### src/rtl/clock_phase_monitor_pkg.sv
// Shared definitions for the three-phase clock monitor: phase encoding,
// event classification and lock state.
package clock_phase_pkg;

   localparam logic [1:0] PH_CYCLE    = 2'd0;
   localparam logic [1:0] PH_RAM      = 2'd1;
   localparam logic [1:0] PH_INTERNAL = 2'd2;
   localparam logic [1:0] PH_NONE     = 2'd3;

   typedef enum logic [2:0] {
      ADVANCE,
      HOLD,
      ORDER,
      IDLE,
      OVERLAP
   } event_t;

   typedef enum logic {
      UNLOCKED,
      LOCKED
   } state_t;

   // Legal successor of a valid phase in the cycle -> ram -> internal ring.
   function automatic logic [1:0] next_phase(input logic [1:0] ph);
      logic [1:0] nxt;
      case (ph)
         PH_CYCLE: nxt = PH_RAM;
         PH_RAM:   nxt = PH_INTERNAL;
         default:  nxt = PH_CYCLE;
      endcase
      return nxt;
   endfunction

endpackage

### src/rtl/clock_phase_monitor_if.sv
// Bundle of phase pulses, error clear and status outputs between the
// generator side (master) and the phase monitor (slave).
interface clock_phase_monitor_if #(
   parameter int ERR_W = 8
);
   logic             cycle_clock;
   logic             ram_clock;
   logic             internal_clock;
   logic             clear_err;
   logic [1:0]       phase;
   logic             phase_advance;
   logic             locked;
   logic             stalled;
   logic             err_order;
   logic             err_overlap;
   logic [ERR_W-1:0] err_count;

   modport master (
      output cycle_clock, ram_clock, internal_clock, clear_err,
      input  phase, phase_advance, locked, stalled, err_order, err_overlap, err_count
   );

   modport slave (
      input  cycle_clock, ram_clock, internal_clock, clear_err,
      output phase, phase_advance, locked, stalled, err_order, err_overlap, err_count
   );
endinterface

### src/rtl/clock_phase_decode.sv
// Maps the {internal, ram, cycle} pulse vector to a phase index plus
// overlap and none flags. Purely combinational.
module clock_phase_decode
   import clock_phase_pkg::*;
(
   input  logic [2:0] vec,
   output logic [1:0] phase,
   output logic       overlap,
   output logic       none
);

   // One-hot vector gives a valid index; anything else is NONE or OVERLAP.
   always_comb begin
      phase   = PH_NONE;
      overlap = 1'b0;
      none    = 1'b0;
      case (vec)
         3'b001:  phase   = PH_CYCLE;
         3'b010:  phase   = PH_RAM;
         3'b100:  phase   = PH_INTERNAL;
         3'b000:  none    = 1'b1;
         default: overlap = 1'b1;
      endcase
   end

endmodule

### src/rtl/clock_phase_monitor.sv
// Receiving end of the three-phase clock generator: decodes the phase
// pulses, checks their ordering, tracks lock and stall, and counts errors.
module clock_phase_monitor
   import clock_phase_pkg::*;
#(
   parameter int LOCK_CYCLES = 3,
   parameter int STALL_MAX   = 15,
   parameter int ERR_W       = 8
) (
   input  logic                 clk,
   input  logic                 rst,
   clock_phase_monitor_if.slave bus
);

   localparam int LCW = $clog2(LOCK_CYCLES + 1);
   localparam int HCW = $clog2(STALL_MAX + 2);
   localparam logic [LCW-1:0] LOCK_TGT = LCW'(LOCK_CYCLES);
   localparam logic [HCW-1:0] HOLD_SAT = HCW'(STALL_MAX + 1);
   localparam logic [HCW-1:0] HOLD_LIM = HCW'(STALL_MAX);

   logic [1:0]       dec_phase;
   logic             dec_overlap;
   logic             dec_none;
   event_t           ev;
   logic             err_event;
   state_t           state;
   logic [LCW-1:0]   lock_cnt;
   logic [HCW-1:0]   hold_cnt;
   logic [HCW-1:0]   hold_next;
   logic [1:0]       prev_phase;
   logic             phase_advance;
   logic             locked;
   logic             stalled;
   logic             err_order;
   logic             err_overlap;
   logic [ERR_W-1:0] err_count;

   // Error counter sticks at all-ones instead of wrapping.
   function automatic logic [ERR_W-1:0] sat_inc(input logic [ERR_W-1:0] v);
      return (v == {ERR_W{1'b1}}) ? v : v + 1'b1;
   endfunction

   clock_phase_decode u_decode (
      .vec     ({bus.internal_clock, bus.ram_clock, bus.cycle_clock}),
      .phase   (dec_phase),
      .overlap (dec_overlap),
      .none    (dec_none)
   );

   // Classify this sample against the previous decode; only cycle may follow NONE.
   always_comb begin
      ev = ORDER;
      if (dec_overlap)
         ev = OVERLAP;
      else if (dec_none)
         ev = IDLE;
      else if (prev_phase == PH_NONE)
         ev = (dec_phase == PH_CYCLE) ? ADVANCE : ORDER;
      else if (dec_phase == next_phase(prev_phase))
         ev = ADVANCE;
      else if (dec_phase == prev_phase)
         ev = HOLD;
      else
         ev = ORDER;
   end

   assign err_event = (ev == ORDER) || (ev == OVERLAP);
   assign hold_next = (ev != HOLD) ? '0 :
                      (hold_cnt == HOLD_SAT) ? hold_cnt : hold_cnt + 1'b1;

   // Registered phase index (also the reference for the next sample) and advance pulse.
   always_ff @(posedge clk or posedge rst) begin
      if (rst) begin
         prev_phase    <= PH_NONE;
         phase_advance <= 1'b0;
      end else begin
         prev_phase    <= dec_phase;
         phase_advance <= (ev == ADVANCE);
      end
   end

   // Lock FSM: count consecutive advances (holds pause the count) until locked.
   always_ff @(posedge clk or posedge rst) begin
      if (rst) begin
         state    <= UNLOCKED;
         lock_cnt <= '0;
         locked   <= 1'b0;
      end else begin
         case (state)
            UNLOCKED: begin
               case (ev)
                  ADVANCE: begin
                     if (lock_cnt + 1'b1 == LOCK_TGT) begin
                        state    <= LOCKED;
                        locked   <= 1'b1;
                        lock_cnt <= '0;
                     end else begin
                        lock_cnt <= lock_cnt + 1'b1;
                     end
                  end
                  HOLD:    lock_cnt <= lock_cnt;
                  default: lock_cnt <= '0;
               endcase
            end
            default: begin
               if (ev == ORDER || ev == OVERLAP || ev == IDLE) begin
                  state    <= UNLOCKED;
                  locked   <= 1'b0;
                  lock_cnt <= '0;
               end
            end
         endcase
      end
   end

   // Halt length tracking; a long hold flags stalled but never drops lock.
   always_ff @(posedge clk or posedge rst) begin
      if (rst) begin
         hold_cnt <= '0;
         stalled  <= 1'b0;
      end else begin
         hold_cnt <= hold_next;
         stalled  <= (hold_next > HOLD_LIM);
      end
   end

   // Sticky error flags and counter; a coincident error beats clear_err.
   always_ff @(posedge clk or posedge rst) begin
      if (rst) begin
         err_order   <= 1'b0;
         err_overlap <= 1'b0;
         err_count   <= '0;
      end else if (bus.clear_err) begin
         err_order   <= (ev == ORDER);
         err_overlap <= (ev == OVERLAP);
         err_count   <= err_event ? ERR_W'(1) : '0;
      end else begin
         if (ev == ORDER)
            err_order <= 1'b1;
         if (ev == OVERLAP)
            err_overlap <= 1'b1;
         if (err_event)
            err_count <= sat_inc(err_count);
      end
   end

   assign bus.phase         = prev_phase;
   assign bus.phase_advance = phase_advance;
   assign bus.locked        = locked;
   assign bus.stalled       = stalled;
   assign bus.err_order     = err_order;
   assign bus.err_overlap   = err_overlap;
   assign bus.err_count     = err_count;

endmodule

### src/flat_wrapper.sv
// flat-port wrapper written by rule: the top's interface ports become plain ports
module clock_phase_monitor_flat import clock_phase_pkg::*;
#(
   parameter int LOCK_CYCLES = 3,
   parameter int STALL_MAX   = 15,
   parameter int ERR_W       = 8
)
  (clk, rst, bus_cycle_clock, bus_ram_clock, bus_internal_clock, bus_clear_err, bus_phase, bus_phase_advance, bus_locked, bus_stalled, bus_err_order, bus_err_overlap, bus_err_count);
  clock_phase_monitor_if #(.ERR_W(ERR_W)) bus_i ();
  input  logic clk;
  input  logic rst;
  input wire logic [$bits(bus_i.cycle_clock)-1:0] bus_cycle_clock;
  input wire logic [$bits(bus_i.ram_clock)-1:0] bus_ram_clock;
  input wire logic [$bits(bus_i.internal_clock)-1:0] bus_internal_clock;
  input wire logic [$bits(bus_i.clear_err)-1:0] bus_clear_err;
  output wire logic [$bits(bus_i.phase)-1:0] bus_phase;
  output wire logic [$bits(bus_i.phase_advance)-1:0] bus_phase_advance;
  output wire logic [$bits(bus_i.locked)-1:0] bus_locked;
  output wire logic [$bits(bus_i.stalled)-1:0] bus_stalled;
  output wire logic [$bits(bus_i.err_order)-1:0] bus_err_order;
  output wire logic [$bits(bus_i.err_overlap)-1:0] bus_err_overlap;
  output wire logic [$bits(bus_i.err_count)-1:0] bus_err_count;
  assign bus_i.cycle_clock = bus_cycle_clock;
  assign bus_i.ram_clock = bus_ram_clock;
  assign bus_i.internal_clock = bus_internal_clock;
  assign bus_i.clear_err = bus_clear_err;
  assign bus_phase = bus_i.phase;
  assign bus_phase_advance = bus_i.phase_advance;
  assign bus_locked = bus_i.locked;
  assign bus_stalled = bus_i.stalled;
  assign bus_err_order = bus_i.err_order;
  assign bus_err_overlap = bus_i.err_overlap;
  assign bus_err_count = bus_i.err_count;
  clock_phase_monitor #(.LOCK_CYCLES(LOCK_CYCLES), .STALL_MAX(STALL_MAX), .ERR_W(ERR_W)) u_core (.clk(clk), .rst(rst), .bus(bus_i));
endmodule
### config.mk
export PLATFORM = sky130hd
export DESIGN_NAME = clock_phase_monitor_flat
export DESIGN_NICKNAME = d
export VERILOG_FILES = /design/src/rtl/clock_phase_monitor_pkg.sv /design/src/rtl/clock_phase_monitor_if.sv /design/src/rtl/clock_phase_decode.sv /design/src/rtl/clock_phase_monitor.sv /design/src/flat_wrapper.sv
export SDC_FILE = /design/constraint.sdc
export NUM_CORES = 1
export LEC_CHECK = 0
export ABC_AREA = 1
export CORE_MARGIN = 2
export CORE_UTILIZATION = 47
export DETAILED_ROUTE_END_ITERATION = 10
export PLACE_DENSITY_LB_ADDON = 0.3
export SETUP_SLACK_MARGIN = 0.1
export SYNTH_ARGS = -nofsm -noshare
export SYNTH_HDL_FRONTEND = slang
export SYNTH_SLANG_ARGS = --single-unit
### constraint.sdc
create_clock -name clk -period 1.32 [get_ports clk]
set_input_delay 0.33 -clock clk [delete_from_list [all_inputs] [get_ports clk]]
set_output_delay 0.33 -clock clk [all_outputs]
set_load 0.01 [all_outputs]
==> metrics.yaml, run 1 <==
critical_path:
  critPathKind: "reg2reg"
  cpMaxStageDelayCell: "dfstp_2"
  crit_path_start_kind: "register"
  worstPathArrival_ns: 1.87
  required_ns: 1.60
  crit_buf_inv: 1
  critPathMaxStageDelay_ns: 0.57
  path_cells: "buf_6, nor2_4, nand3_2, nand2_2, a21oi_4, nand3_4, nand2_8, nand2_4, nand2_2"
  cp-end-kind: "register"
  cp_common_cell: "nand2_2"
  path_max_fanout: 6
  cp_top_family: "simple AND/OR/NAND/NOR gates"
sta:
  whs_ns: 0.305
  finalCritPeriodShare_pct: 120
  finalCriticalPeriod_ns: 1.59
  drv_slew: 0
  setup_tns_ns: -3.11
  setup_viol: 21
  finalHoldViolations: 0
  skew_ns: 0.00248
  tightestPinTransition_ns: 0.336
  max_slew_margin_pct: 77.4
  clock.fmax_mhz: 630
  setup_slack_ns: -0.269
  grt_setup_unrepaired: "true"
place:
  place_congestion: 0.903
  pre_cts_ws_ns: -0.621
  post-dp-hpwl_um: 2310
  io_buffers: 20
  place_inst: 244
clock_tree:
  path_clk_slew_ns: 0.14
  htreeDepth: 1
  cts_buffers: 3
  clock_latency_ns: 0.33
  cts_buffer_depth: 2
  clock_sinks: 23
  hold_buffers: 0
  clock-root-buffer: "clkbuf_4"
  cts_tree: "built"
grt:
  grt_max_degree: 24
  overflow: 0
  antenna_found_initial: 0
  grt_use_total_pct: 22.3
  grt_pass1_vias: 1300
  grt_pass1_wl_um: 5670
floorplanning:
  ios: 21
  fp.dieArea_sq_mm: 0.00329
  die_x_um: 57.3
  die_y_um: 57.3
  initial_core_util_pct: 48.9
  core-area_sq_mm: 0.00273
  rows: 19
power:
  p_leak_nw: 1.04
  pwr-share-comb_pct: 34.1
  switching_share_pct: 34.3
  seq_power_share_pct: 45.1
  vdd_drop_max_uv: 780
  p_switching_w: 0.000593
  p_clk_share_pct: 20.8
  p_int_w: 0.00113
  powerDensity_mw_per_mm2: 853
synth:
  synth_nets: 176
  synth_top_area_cell: "dfrtp_1"
  synth_area_sq_mm: 0.00134
  synth_edf_count: 0
  ys_top_cells_by_area: "dfrtp_1 (39%), nand2_1 (10%), nand3_1 (7.5%)"
  ys_types: 25
  yosys_register_bits: 23
  synth_top_area_share_pct: 39.3
  synth_cells: 167
  yosysSeqAreaShare_pct: 43.3
  syn_avg_cell_area_sq_um: 8.00
  yosys_most_used_dff: "dfrtp_1"
  synthArstFlopShare_pct: 100
  yosysWarnings: 0
layout:
  finalNetCount: 240
  n_antenna_cell: 0
  regArea_sq_um: 578
  layout-drive-gt1-share_pct: 48.7
  nFillCells: 200
  multi_input_area_sq_um: 826
  stdcell_count: 261
  area_delta_synth_final_pct: 51.6
detailed_routing:
  vias: 1354
  wl_per_cell_um: 13.8
  drt_iter0_markers: 27
  ant_nets: 0
  finalWirelength_um: 3590
  drc: 0
  via_per_inst: 5.19
  drt_pass1_iterations: 4
status:
  status: "finished, violations left"
  violations: "setup timing"
flow_run:
  cap_violations: 0
hold_path:
  hold_class: "in2async"
## power groups by stage
stage	sequential (W)	clock, W	combinational, W
detailed placement	0.000802	0	0.000466
global placement	0.000798	0	0.000458
CTS	0.000778	0.000356	0.000515
finish	0.000780	0.000359	0.000588
floorplan	0.000826	0	0.000207
global route	0.000784	0.000392	0.000641
## logic make-up (layout without fill, tap and decap cells)
group | after synthesis | in the layout | share of synthesized area, %
xor gates and xnor gates | 9 | 9 | 5.90
DFF | 23 | 23 | 43.3
AOI/OAI and AO/OA | 8 | 8 | 4.40
adders and majority gates | 3 | 3 | 2.81
buffers and inverters | 27 | 89 | 7.87
and+or+nand+nor | 97 | 98 | 35.8
## final timing paths
path                                               start                                   to  slack [ns]  depth (start not counted)
hold reg to reg                   u_core.state$_DFF_PP0_       u_core.lock_cnt[1]$_DFFE_PP0P_        0.50                          1
max in group asynchronous                            rst        u_core.bus.phase[1]$_DFF_PP1_        0.80                          3
min in group clk                  u_core.state$_DFF_PP0_       u_core.lock_cnt[1]$_DFFE_PP0P_        0.50                          1
setup / recovery           u_core.bus.phase[0]$_DFF_PP1_  u_core.bus.err_count[2]$_DFFE_PP0P_       -0.27                          9
setup reg to reg           u_core.bus.phase[0]$_DFF_PP1_  u_core.bus.err_count[2]$_DFFE_PP0P_       -0.27                          9
hold / removal                                       rst  u_core.bus.err_count[6]$_DFFE_PP0P_        0.30                          3
## cell type report
class,count,share of cell area (%)
flip-flops and latches,23,28.5
multi-input cells,118,40.8
clock inverters,1,0.371
repair buffers,60,22.7
inverters,25,4.63
clock buffers,3,1.11
well taps,31,1.91
## metal layers
layer / global-route usage (%) / vias to the layer above / routed length, um
li1: - / 660 / -
met5: 0 / - / 0
met4: 8.97 / 0 / 78
met1: 26.9 / 657 / 1510
met3: 1.36 / 7 / 77
met2: 41.4 / 30 / 1930
## state kept, by name (all words and copies together) (netlist names)
signal and count:
u_core.bus.err_count 8, u_core.hold_cnt 5, u_core.bus.phase 2, u_core.lock_cnt 2
u_core.bus.err_order 1, u_core.bus.err_overlap 1, u_core.bus.locked 1, u_core.bus.phase_advance 1
u_core.bus.stalled 1, u_core.state 1
## placed cells by master (no fill, tap or decap), types with 7 or more instances in the layout
cell type / count
buf_4: 34
nand2_1: 22
dfrtp_1: 21
inv_1: 19
nand2_2: 17
nor2_1: 15
nand3_1: 14
buf_2: 14
nand3_2: 7
xor2_1: 7
## synth_stat cells, drive strengths merged, types with 2 or more instances
master / number
a21oi: 3
nand4: 5
dfstp: 2
nand2: 45
dfrtp: 21
nor3: 5
o21ai: 4
nand3: 23
nor2: 18
ha: 3
inv: 25
xor2: 8
## repair_timing
action	in CTS	in global routing
setup buffers	9	4
cloned	1	0
setup endpoints to repair	35	29
gates resized for setup	80	33
pin swaps	9	20
## worst reg2reg max path: cells and delay by family, from the launching register on
kind | cells | cell delay (ns)
simple gates | 7 | 0.61
buf+inv | 1 | 0.13
compound gates | 1 | 0.22
flops | 1 | 0.57
## metrics by stage
step | utilization [%] | total power [W] | cell area (sq um)
2_1_floorplan | - | 0.00103 | 1340
3_3_place_gp | 65.5 | 0.00126 | 1790
3_5_place_dp | 65.5 | 0.00127 | 1790
4_1_cts | 68.9 | 0.00165 | 1880
5_1_grt | 74.1 | 0.00182 | 2030
6_report | 74.1 | 0.00173 | 2030
Power figures use the tool's default switching activity.
==> run 2: changes to the inputs <==
--- a/config.mk
+++ b/config.mk
@@ -8,2 +8,4 @@
 export ABC_AREA = 1
+export CAP_MARGIN = 10
+export CORE_ASPECT_RATIO = 0.75
 export CORE_MARGIN = 2
==> constraint.sdc (replaced) <==
create_clock -name clk -period 1.32 [get_ports clk]
set_input_delay 0.264 -clock clk [delete_from_list [all_inputs] [get_ports clk]]
set_output_delay 0.264 -clock clk [all_outputs]
set_load 0.01 [all_outputs]
==> run 2 against run 1 <==
The flow still finishes with violations (setup timing). Combinational power down 3.9%. Flip-flop and latch count unchanged. Via count about the same. Largest cell class unchanged.
==> metrics.yaml, run 2 (synthesis results as in run 1) <==
clock_tree:
  clock_sinks: 23
  hold_buffers: 0
  clock-root-buffer: "clkbuf_8"
  cts_tree: "built"
  path_clk_slew_ns: 0.08
  cts_buffers: 3
  clock_latency_ns: 0.26
  htreeDepth: 1
  cts_buffer_depth: 2
power:
  p_leak_nw: 1.04
  powerDensity_mw_per_mm2: 887
  vdd_drop_max_uv: 937
  p_total_w: 0.00179
status:
  status: "finished, violations left"
  violations: "setup timing"
sta:
  clock.fmax_mhz: 649
  drv_slew: 0
  grt_setup_unrepaired: "true"
  setup_tns_ns: -2.80
  tightestPinTransition_ns: 0.363
  finalCriticalPeriod_ns: 1.54
  whs_ns: 0.313
  setup_slack_ns: -0.221
  skew_ns: 0.00367
  finalHoldViolations: 0
  max_slew_margin_pct: 75.6
  finalCritPeriodShare_pct: 117
  setup_viol: 19
floorplanning:
  die_y_um: 50.2
  rows: 16
  die_x_um: 65.6
  ios: 21
  core-area_sq_mm: 0.00266
  initial_core_util_pct: 50.2
  fp.dieArea_sq_mm: 0.00329
layout:
  top_regs: "u_core.bus.err_count (8), u_core.hold_cnt (5)"
  layout_common_cells: "buf_4 (32), nand2_1 (30), inv_1 (22)"
  layout-drive-gt1-share_pct: 37.0
  nFillCells: 179
  area_delta_synth_final_pct: 50.8
  finalNetCount: 237
  n_antenna_cell: 0
  stdcell_area_sq_mm: 0.00202
  largest_register_ffs: 8
  regMostFlops: "u_core.bus.err_count"
  final_common_cell: "buf_4"
detailed_routing:
  drt_iter0_markers: 100
  ant_nets: 0
  vias: 1353
  drt_pass1_iterations: 4
  via_per_inst: 5.14
  drc: 0
  wl_per_cell_um: 13.4
  finalWirelength_um: 3540
grt:
  grt_max_degree: 24
  grt_pass1_vias: 1357
  grt_use_total_pct: 24.3
  grt_pass1_wl_um: 6190
  antenna_found_initial: 0
  overflow: 0
place:
  place_congestion: 0.854
  post-dp-hpwl_um: 2360
  io_buffers: 20
  placedInstanceArea_sq_mm: 0.00179
hold_path:
  hold_class: "in2async"
flow_run:
  cap_violations: 0
critical_path:
  crit_buf_inv: 2
  r2r_end: "u_core.bus.err_count[2]$_DFFE_PP0P_"
  ff2ff_setup_slack_ns: -0.22
  cp_top_family: "flip-flops"
  timing.rr.start: "u_core.bus.phase[0]$_DFF_PP1_"
  crit_path_start_kind: "register"
  worstPathArrival_ns: 1.75
  reg2regPathDepth: 9
  required_ns: 1.53
  path_depth: 9
  cp-end-kind: "register"
  path_cells: "buf_6, inv_1, nand2_2, nand2_4, a21oi_4, nand3_4, nand2_4, nand2_2, nand2_2"
  critPathMaxStageDelay_ns: 0.55
  critPathKind: "reg2reg"
  cp_common_cell: "nand2_2"
  path_max_fanout: 7
  cpMaxStageDelayCell: "dfstp_2"
-- run 2: cell count changes in the layout (fill, tap and decap cells not counted), moves of 4 or more --
| cell | delta |
|---|---|
| nand2_1 | +8 |
| clkdlybuf4s15_1 | +5 |
| buf_2 | -11 |
| nand2_2 | -9 |
| nand3_2 | -4 |
-- run 2: routing by layer --
layer  vias to the layer above  part of all wire (%)  global-route usage [%]
met2                        47                    51                    42.9
met3                         4                   5.4                    5.83
li1                        657                     -                       -
met4                         0                  0.79                    5.21
met5                         -                     0                       0
met1                       645                    43                    30.5
-- run 2: worst min-delay path, stage by stage --
cell             delay (ns)
clkdlybuf4s50_1        0.39
inv_1                  0.09
buf_12                 0.18
-- run 2: final cells by class --
| cell class | count | area [sq um] | area share [%] |
|---|---|---|---|
| clock buffer | 3 | 41.3 | 2.05 |
| multi-input combinational | 118 | 764 | 37.9 |
| tap | 36 | 45.0 | 2.23 |
| clock inverter | 1 | 5.00 | 0.248 |
| inverter | 25 | 93.8 | 4.66 |
| timing repair buffer | 57 | 488 | 24.2 |
| sequential | 23 | 578 | 28.7 |
-- run 2: repair_timing --
action                     CTS  global route
resized for setup           56            19
hold endpoints to repair     0             0
setup endpoints to repair   36            30
cloned                       1             0
buffers inserted             8             3
pin swaps                    7             8
-- run 2: worst max-delay path by stage --
stage | start | to | slack, ns
after floorplan | u_core.bus.phase[0]$_DFF_PP1_ | u_core.bus.err_count[0]$_DFFE_PP0P_ | -0.05
after CTS | u_core.bus.phase[0]$_DFF_PP1_ | u_core.bus.err_count[2]$_DFFE_PP0P_ | -0.21
after detailed placement | bus_cycle_clock | u_core.bus.err_count[5]$_DFFE_PP0P_ | -0.61
after global placement | bus_cycle_clock | u_core.bus.err_count[5]$_DFFE_PP0P_ | -0.50
after global routing | u_core.bus.phase[0]$_DFF_PP1_ | u_core.bus.err_count[2]$_DFFE_PP0P_ | -0.29
final | u_core.bus.phase[0]$_DFF_PP1_ | u_core.bus.err_count[2]$_DFFE_PP0P_ | -0.22
-- run 2: power by group --
part	leakage [nW]	total (W)	internal, W	switching [W]
registers	0.305	0.000785	0.000751	0.0000333
clock network	0.0255	0.000439	0.000211	0.000228
logic	0.713	0.000565	0.000261	0.000304
total	1.04	0.00179	0.00122	0.000565
-- run 2: stage by stage --
stage / utilization (%) / instances / setup WS, ns
after global routing: 75.7 / 263 / -0.293
after floorplan: - / 167 / -0.0460
final: 75.7 / 263 / -0.221
after global placement: 67.2 / 248 / -0.502
after detailed placement: 67.2 / 248 / -0.605
after CTS: 72.2 / 261 / -0.208
==> run 3: changes to the inputs <==
CORE_ASPECT_RATIO = 0.6   (was 0.75)
SKIP_LAST_GASP = 1   (was unset)
==> run 3 against run 2 <==
The flow still finishes with violations (setup timing). Cell count is 4.2% lower. Critical path type unchanged. Fmax is 1.5% higher. Clock skew is 0.0022 ns higher. Setup slack better by 0.022 ns. Largest power group unchanged. Final area is 4.1% lower.
==> metrics.yaml, run 3 (synthesis results as in run 1) <==
floorplanning:
  fp.dieArea_sq_mm: 0.00330
  die_x_um: 72.8
  initial_core_util_pct: 51.5
  rows: 14
  ios: 21
  core-area_sq_mm: 0.00259
  die_y_um: 45.3
layout:
  layout_common_cells: "nand2_1 (27), buf_4 (25), dfrtp_1 (20)"
  layout-drive-gt1-share_pct: 36.4
  area_delta_synth_final_pct: 44.7
  final_common_cell: "nand2_1"
  regMostFlops: "u_core.bus.err_count"
  fin_util_pct: 74.6
  n_antenna_cell: 0
  finalNetCount: 230
  nFillCells: 189
  stdcell_area_sq_mm: 0.00193
  top_regs: "u_core.bus.err_count (8), u_core.hold_cnt (5)"
  largest_register_ffs: 8
detailed_routing:
  drt_iter0_markers: 66
  wl_per_cell_um: 14.7
  drt_pass1_iterations: 4
  drc: 0
  via_per_inst: 5.27
  ant_nets: 0
  vias: 1327
  finalWirelength_um: 3700
clock_tree:
  cts_tree: "built"
  path_clk_slew_ns: 0.08
  clock_latency_ns: 0.27
  clock-root-buffer: "clkbuf_8"
  clock_sinks: 23
  cts_buffer_depth: 2
  cts_buffers: 3
  htreeDepth: 1
  hold_buffers: 0
flow_run:
  cap_violations: 0
place:
  place_congestion: 0.941
  placedInstanceArea_sq_mm: 0.00180
  io_buffers: 20
  post-dp-hpwl_um: 2560
critical_path:
  required_ns: 1.48
  worstPathArrival_ns: 1.68
  cp-end-kind: "register"
  critPathKind: "reg2reg"
  path_max_fanout: 7
  crit_path_start_kind: "register"
sta:
  finalHoldViolations: 0
  grt_setup_unrepaired: "true"
  setup_viol: 21
  setup_tns_ns: -2.62
  finalCritPeriodShare_pct: 115
  drv_slew: 0
  whs_ns: 0.309
  setup_slack_ns: -0.199
  clock.fmax_mhz: 658
  max_slew_margin_pct: 77.8
  tightestPinTransition_ns: 0.330
  skew_ns: 0.00584
  finalCriticalPeriod_ns: 1.52
status:
  violations: "setup timing"
  status: "finished, violations left"
grt:
  overflow: 0
  grt_max_degree: 24
  grt_pass1_vias: 1183
  grt_pass1_wl_um: 5470
  grt_use_total_pct: 22.2
  antenna_found_initial: 0
hold_path:
  hold_class: "in2async"
power:
  powerDensity_mw_per_mm2: 908
  p_leak_nw: 0.999
  p_total_w: 0.00176
  vdd_drop_max_uv: 688
==> run 3: changes by cell type in the layout (fill, tap and decap cells not counted), sizes merged <==
cell           delta
clkdlybuf4s15     -1
dlygate4sd2       +1
buf               -7
clkinv            -1
clkbuf            +1
==> run 3: power by group <==
part | switching (W) | total, W | internal, W | leakage (nW)
clock | 0.000222 | 0.000438 | 0.000216 | 0.0228
combinational | 0.000293 | 0.000530 | 0.000237 | 0.673
sequential | 0.0000348 | 0.000787 | 0.000753 | 0.303
total | 0.000550 | 0.00176 | 0.00121 | 0.999
==> run 3: what timing repair did <==
item	4_1_cts	5_1_grt
pin swaps	15	10
gates cloned	1	0
resized for setup	55	17
setup endpoints to repair	35	28
buffers inserted	3	1
==> run 3: path summary, 6_finish.rpt <==
| path | start | to | slack (ns) | cells past startpoint |
|---|---|---|---|---|
| worst min-delay path | rst | u_core.bus.err_count[0]$_DFFE_PP0P_ | 0.31 | 3 |
| worst max register to register | u_core.bus.phase[0]$_DFF_PP1_ | u_core.bus.err_count[4]$_DFFE_PP0P_ | -0.20 | 10 |
| worst min register to register | u_core.state$_DFF_PP0_ | u_core.lock_cnt[1]$_DFFE_PP0P_ | 0.49 | 1 |
| worst max-delay path | u_core.bus.phase[0]$_DFF_PP1_ | u_core.bus.err_count[4]$_DFFE_PP0P_ | -0.20 | 10 |
| min in group clk | u_core.state$_DFF_PP0_ | u_core.lock_cnt[1]$_DFFE_PP0P_ | 0.49 | 1 |
| max in group asynchronous | rst | u_core.bus.phase[1]$_DFF_PP1_ | 0.78 | 3 |
==> run 3: worst max-delay path, stage by stage, from the launching register on <==
cell	delay, ns
dfstp_2	0.55
buf_12	0.12
nand2_2	0.06
nand3_1	0.08
nand2_1	0.07
nand2_2	0.08
nand2_4	0.09
nand3_4	0.12
nand2_4	0.10
nand2_2	0.09
nand2_2	0.05
==> run 3: stage by stage <==
step / cells / setup slack, ns
floorplan: 167 / -0.0460
global placement: 244 / -0.500
detailed placement: 244 / -0.645
CTS: 252 / -0.186
global route: 252 / -0.258
finish: 252 / -0.199
==> run 3: cell type report <==
cell class / instances / area, sq um / area share [%]
clock buffer: 4 / 45.0 / 2.33
sequential: 23 / 579 / 30.0
tap: 32 / 40.0 / 2.07
multi-input combinational: 118 / 742 / 38.4
timing repair buffer: 50 / 433 / 22.4
inverter: 25 / 93.8 / 4.85
==> run 3: layer usage <==
metal / vias up / global-route usage (%) / part of all wire [%]
met5: - / 0 / 0
met4: 0 / 2.22 / 0.68
met2: 50 / 37.6 / 49
met1: 635 / 30.3 / 43
li1: 638 / - / -
met3: 4 / 5.36 / 7.2
==> variant, RTL diff (settings of run 1) <==
`STALL_MAX` is set to 15 in 2 places; all go to 14.
--- a/src/rtl/clock_phase_monitor.sv
+++ b/src/rtl/clock_phase_monitor.sv
@@ -5,5 +5,5 @@
 #(
    parameter int LOCK_CYCLES = 3,
-   parameter int STALL_MAX   = 15,
+   parameter int STALL_MAX   = 14,
    parameter int ERR_W       = 8
 ) (
--- a/src/flat_wrapper.sv
+++ b/src/flat_wrapper.sv
@@ -3,5 +3,5 @@
 #(
    parameter int LOCK_CYCLES = 3,
-   parameter int STALL_MAX   = 15,
+   parameter int STALL_MAX   = 14,
    parameter int ERR_W       = 8
 )
Function: same outputs for any inputs over 10 cycles, from zero or initial values and one cycle with rst high; that may be too few to reach the edited logic, so the function may still have changed.
==> variant against run 1 <==
  * The run still ends with setup timing left
  * Sequential cell count is 1 lower
  * Highest routed layer unchanged
  * Synthesized area is 3.9% lower
  * Worst hold slack better by 0.0050 ns
  * Worst setup slack worse by 0.027 ns
  * Utilization is 5.7 points higher
  * Clock skew is 0.0056 ns higher
  * Die area is 3.7% lower
  * Final cell count is 5.7% lower
  * Power is 1.7% higher
  * Final area is 0.62% lower
  * Wire length is 1.9% higher
  * Count of clock-buffer cells in the layout is 1 higher
  * First-iteration DRC count is 74% higher
  * Combinational power is 8.2% higher
==> variant: results (changes against run 1) <==
The run finished, with violations left. The final reports fail on setup timing. Worst-case hold slack: 0.310 ns (+0.00502 ns).

The run gives 0.228 (+0.00484) as the total global routing track utilization. The number of DRC violations after detailed-routing iteration 0 is 47 (+74%), and the adder-cell area share of the yosys netlist is 0.0195 (-0.00860). The area fraction in compound gates after synthesis was 0.0400 (-0.00405). The sequential-to-total area share from yosys stat was 0.431 (-0.00179); the met3 track utilization from global routing was 0.0346 (+0.0210). The post-placement cell area came out at 1750 um2 (-2.6%).

By count the netlist is led by sky130_fd_sc_hd__nand2_1 (28), sky130_fd_sc_hd__dfrtp_1 (20), sky130_fd_sc_hd__inv_1 (18), sky130_fd_sc_hd__nand2_2 (18), sky130_fd_sc_hd__nand3_1 (15). In this run the worst setup path terminates at u_core.bus.err_count[7]$_DFFE_PP0P_. The post-route setup TNS is -4.90 ns (-1.79 ns), and the arrival time at the worst endpoint is 1.84 ns (-0.03 ns).

The number of cells in the design after placement was 226 (-7.4%); the placement-stage worst setup slack was -0.684 ns (-0.0632 ns). The tools report the number of setup buffers added after CTS as 13 (+4). The logs give 21 (unchanged) for the total of endpoints with negative setup slack in the final report and 0.000584 W (-1.5%) for the net switching component of the power. The via count of the first global-routing pass was 1310 (+0.77%). Ranked by total cell area, the synthesized netlist is headed by sky130_fd_sc_hd__dfrtp_1 (39%), sky130_fd_sc_hd__nand2_2 (8.8%), sky130_fd_sc_hd__nand2_1 (8.2%).

The internal cell power came out at 0.00117 W (+3.3%). For the met3 wirelength from detailed routing, the log shows 117 um (+52%). The routed wire length on met2 was 1.93 mm (about the same). The leakage power was 1.06 nW (+1.9%).

In the final layout, the registers with the most flip-flops are u_core.bus.err_count (8), u_core.hold_cnt (4). The run gives 0.280 (+0.0115) as the met1 layer usage reported by global route. The run gives 2.29 mm (-0.56%) as the half-perimeter wire length after placement.

The number of distinct library cells after synthesis came out at 30 (+20%). The largest net degree at the start of global routing was 23 (-4.2%). The share of power burned in registers is 0.447 (-0.004). The post-route worst setup slack is -0.296 ns (-0.0272 ns). The first-pass GRT wire length was 5.69 mm (+0.37%); the number of non-filler instances in the completed layout was 246 (-5.7%). The largest driver fanout on the critical path works out to 8 (+2). The ratio of routed vias to standard cells was 5.30 (+2.2%); the worst vdd rail ir drop was 0.739 mV (-5.3%). The mux cell area share after synthesis is 0.00780 (+0.00780), and the internal reg-to-reg setup slack is -0.30 ns (-0.03 ns). The total iterations of the first detailed-routing run is 5 (+1).
==> variant: changes by cell type in the layout (fill, tap and decap cells not counted), moves of 3 or more <==
cell	change
sky130_fd_sc_hd__buf_6	+7
sky130_fd_sc_hd__nor2_1	-11
sky130_fd_sc_hd__nand3_1	-3
sky130_fd_sc_hd__dfrtp_1	-4
sky130_fd_sc_hd__nand3_2	-3
sky130_fd_sc_hd__dfrtp_2	+3
sky130_fd_sc_hd__inv_2	-3
sky130_fd_sc_hd__inv_1	-3
sky130_fd_sc_hd__buf_2	-6
sky130_fd_sc_hd__o21ai_0	+3
==> variant: layout make-up <==
| class | count | area, um2 |
|---|---|---|
| Multi-Input combinational cell | 107 | 781 |
| Sequential cell | 22 | 557 |
| Timing Repair Buffer | 63 | 537 |
| Fill cell | 160 | 509 |
| Inverter | 20 | 75.1 |
| Tap cell | 30 | 37.5 |
| Clock buffer | 4 | 26.3 |
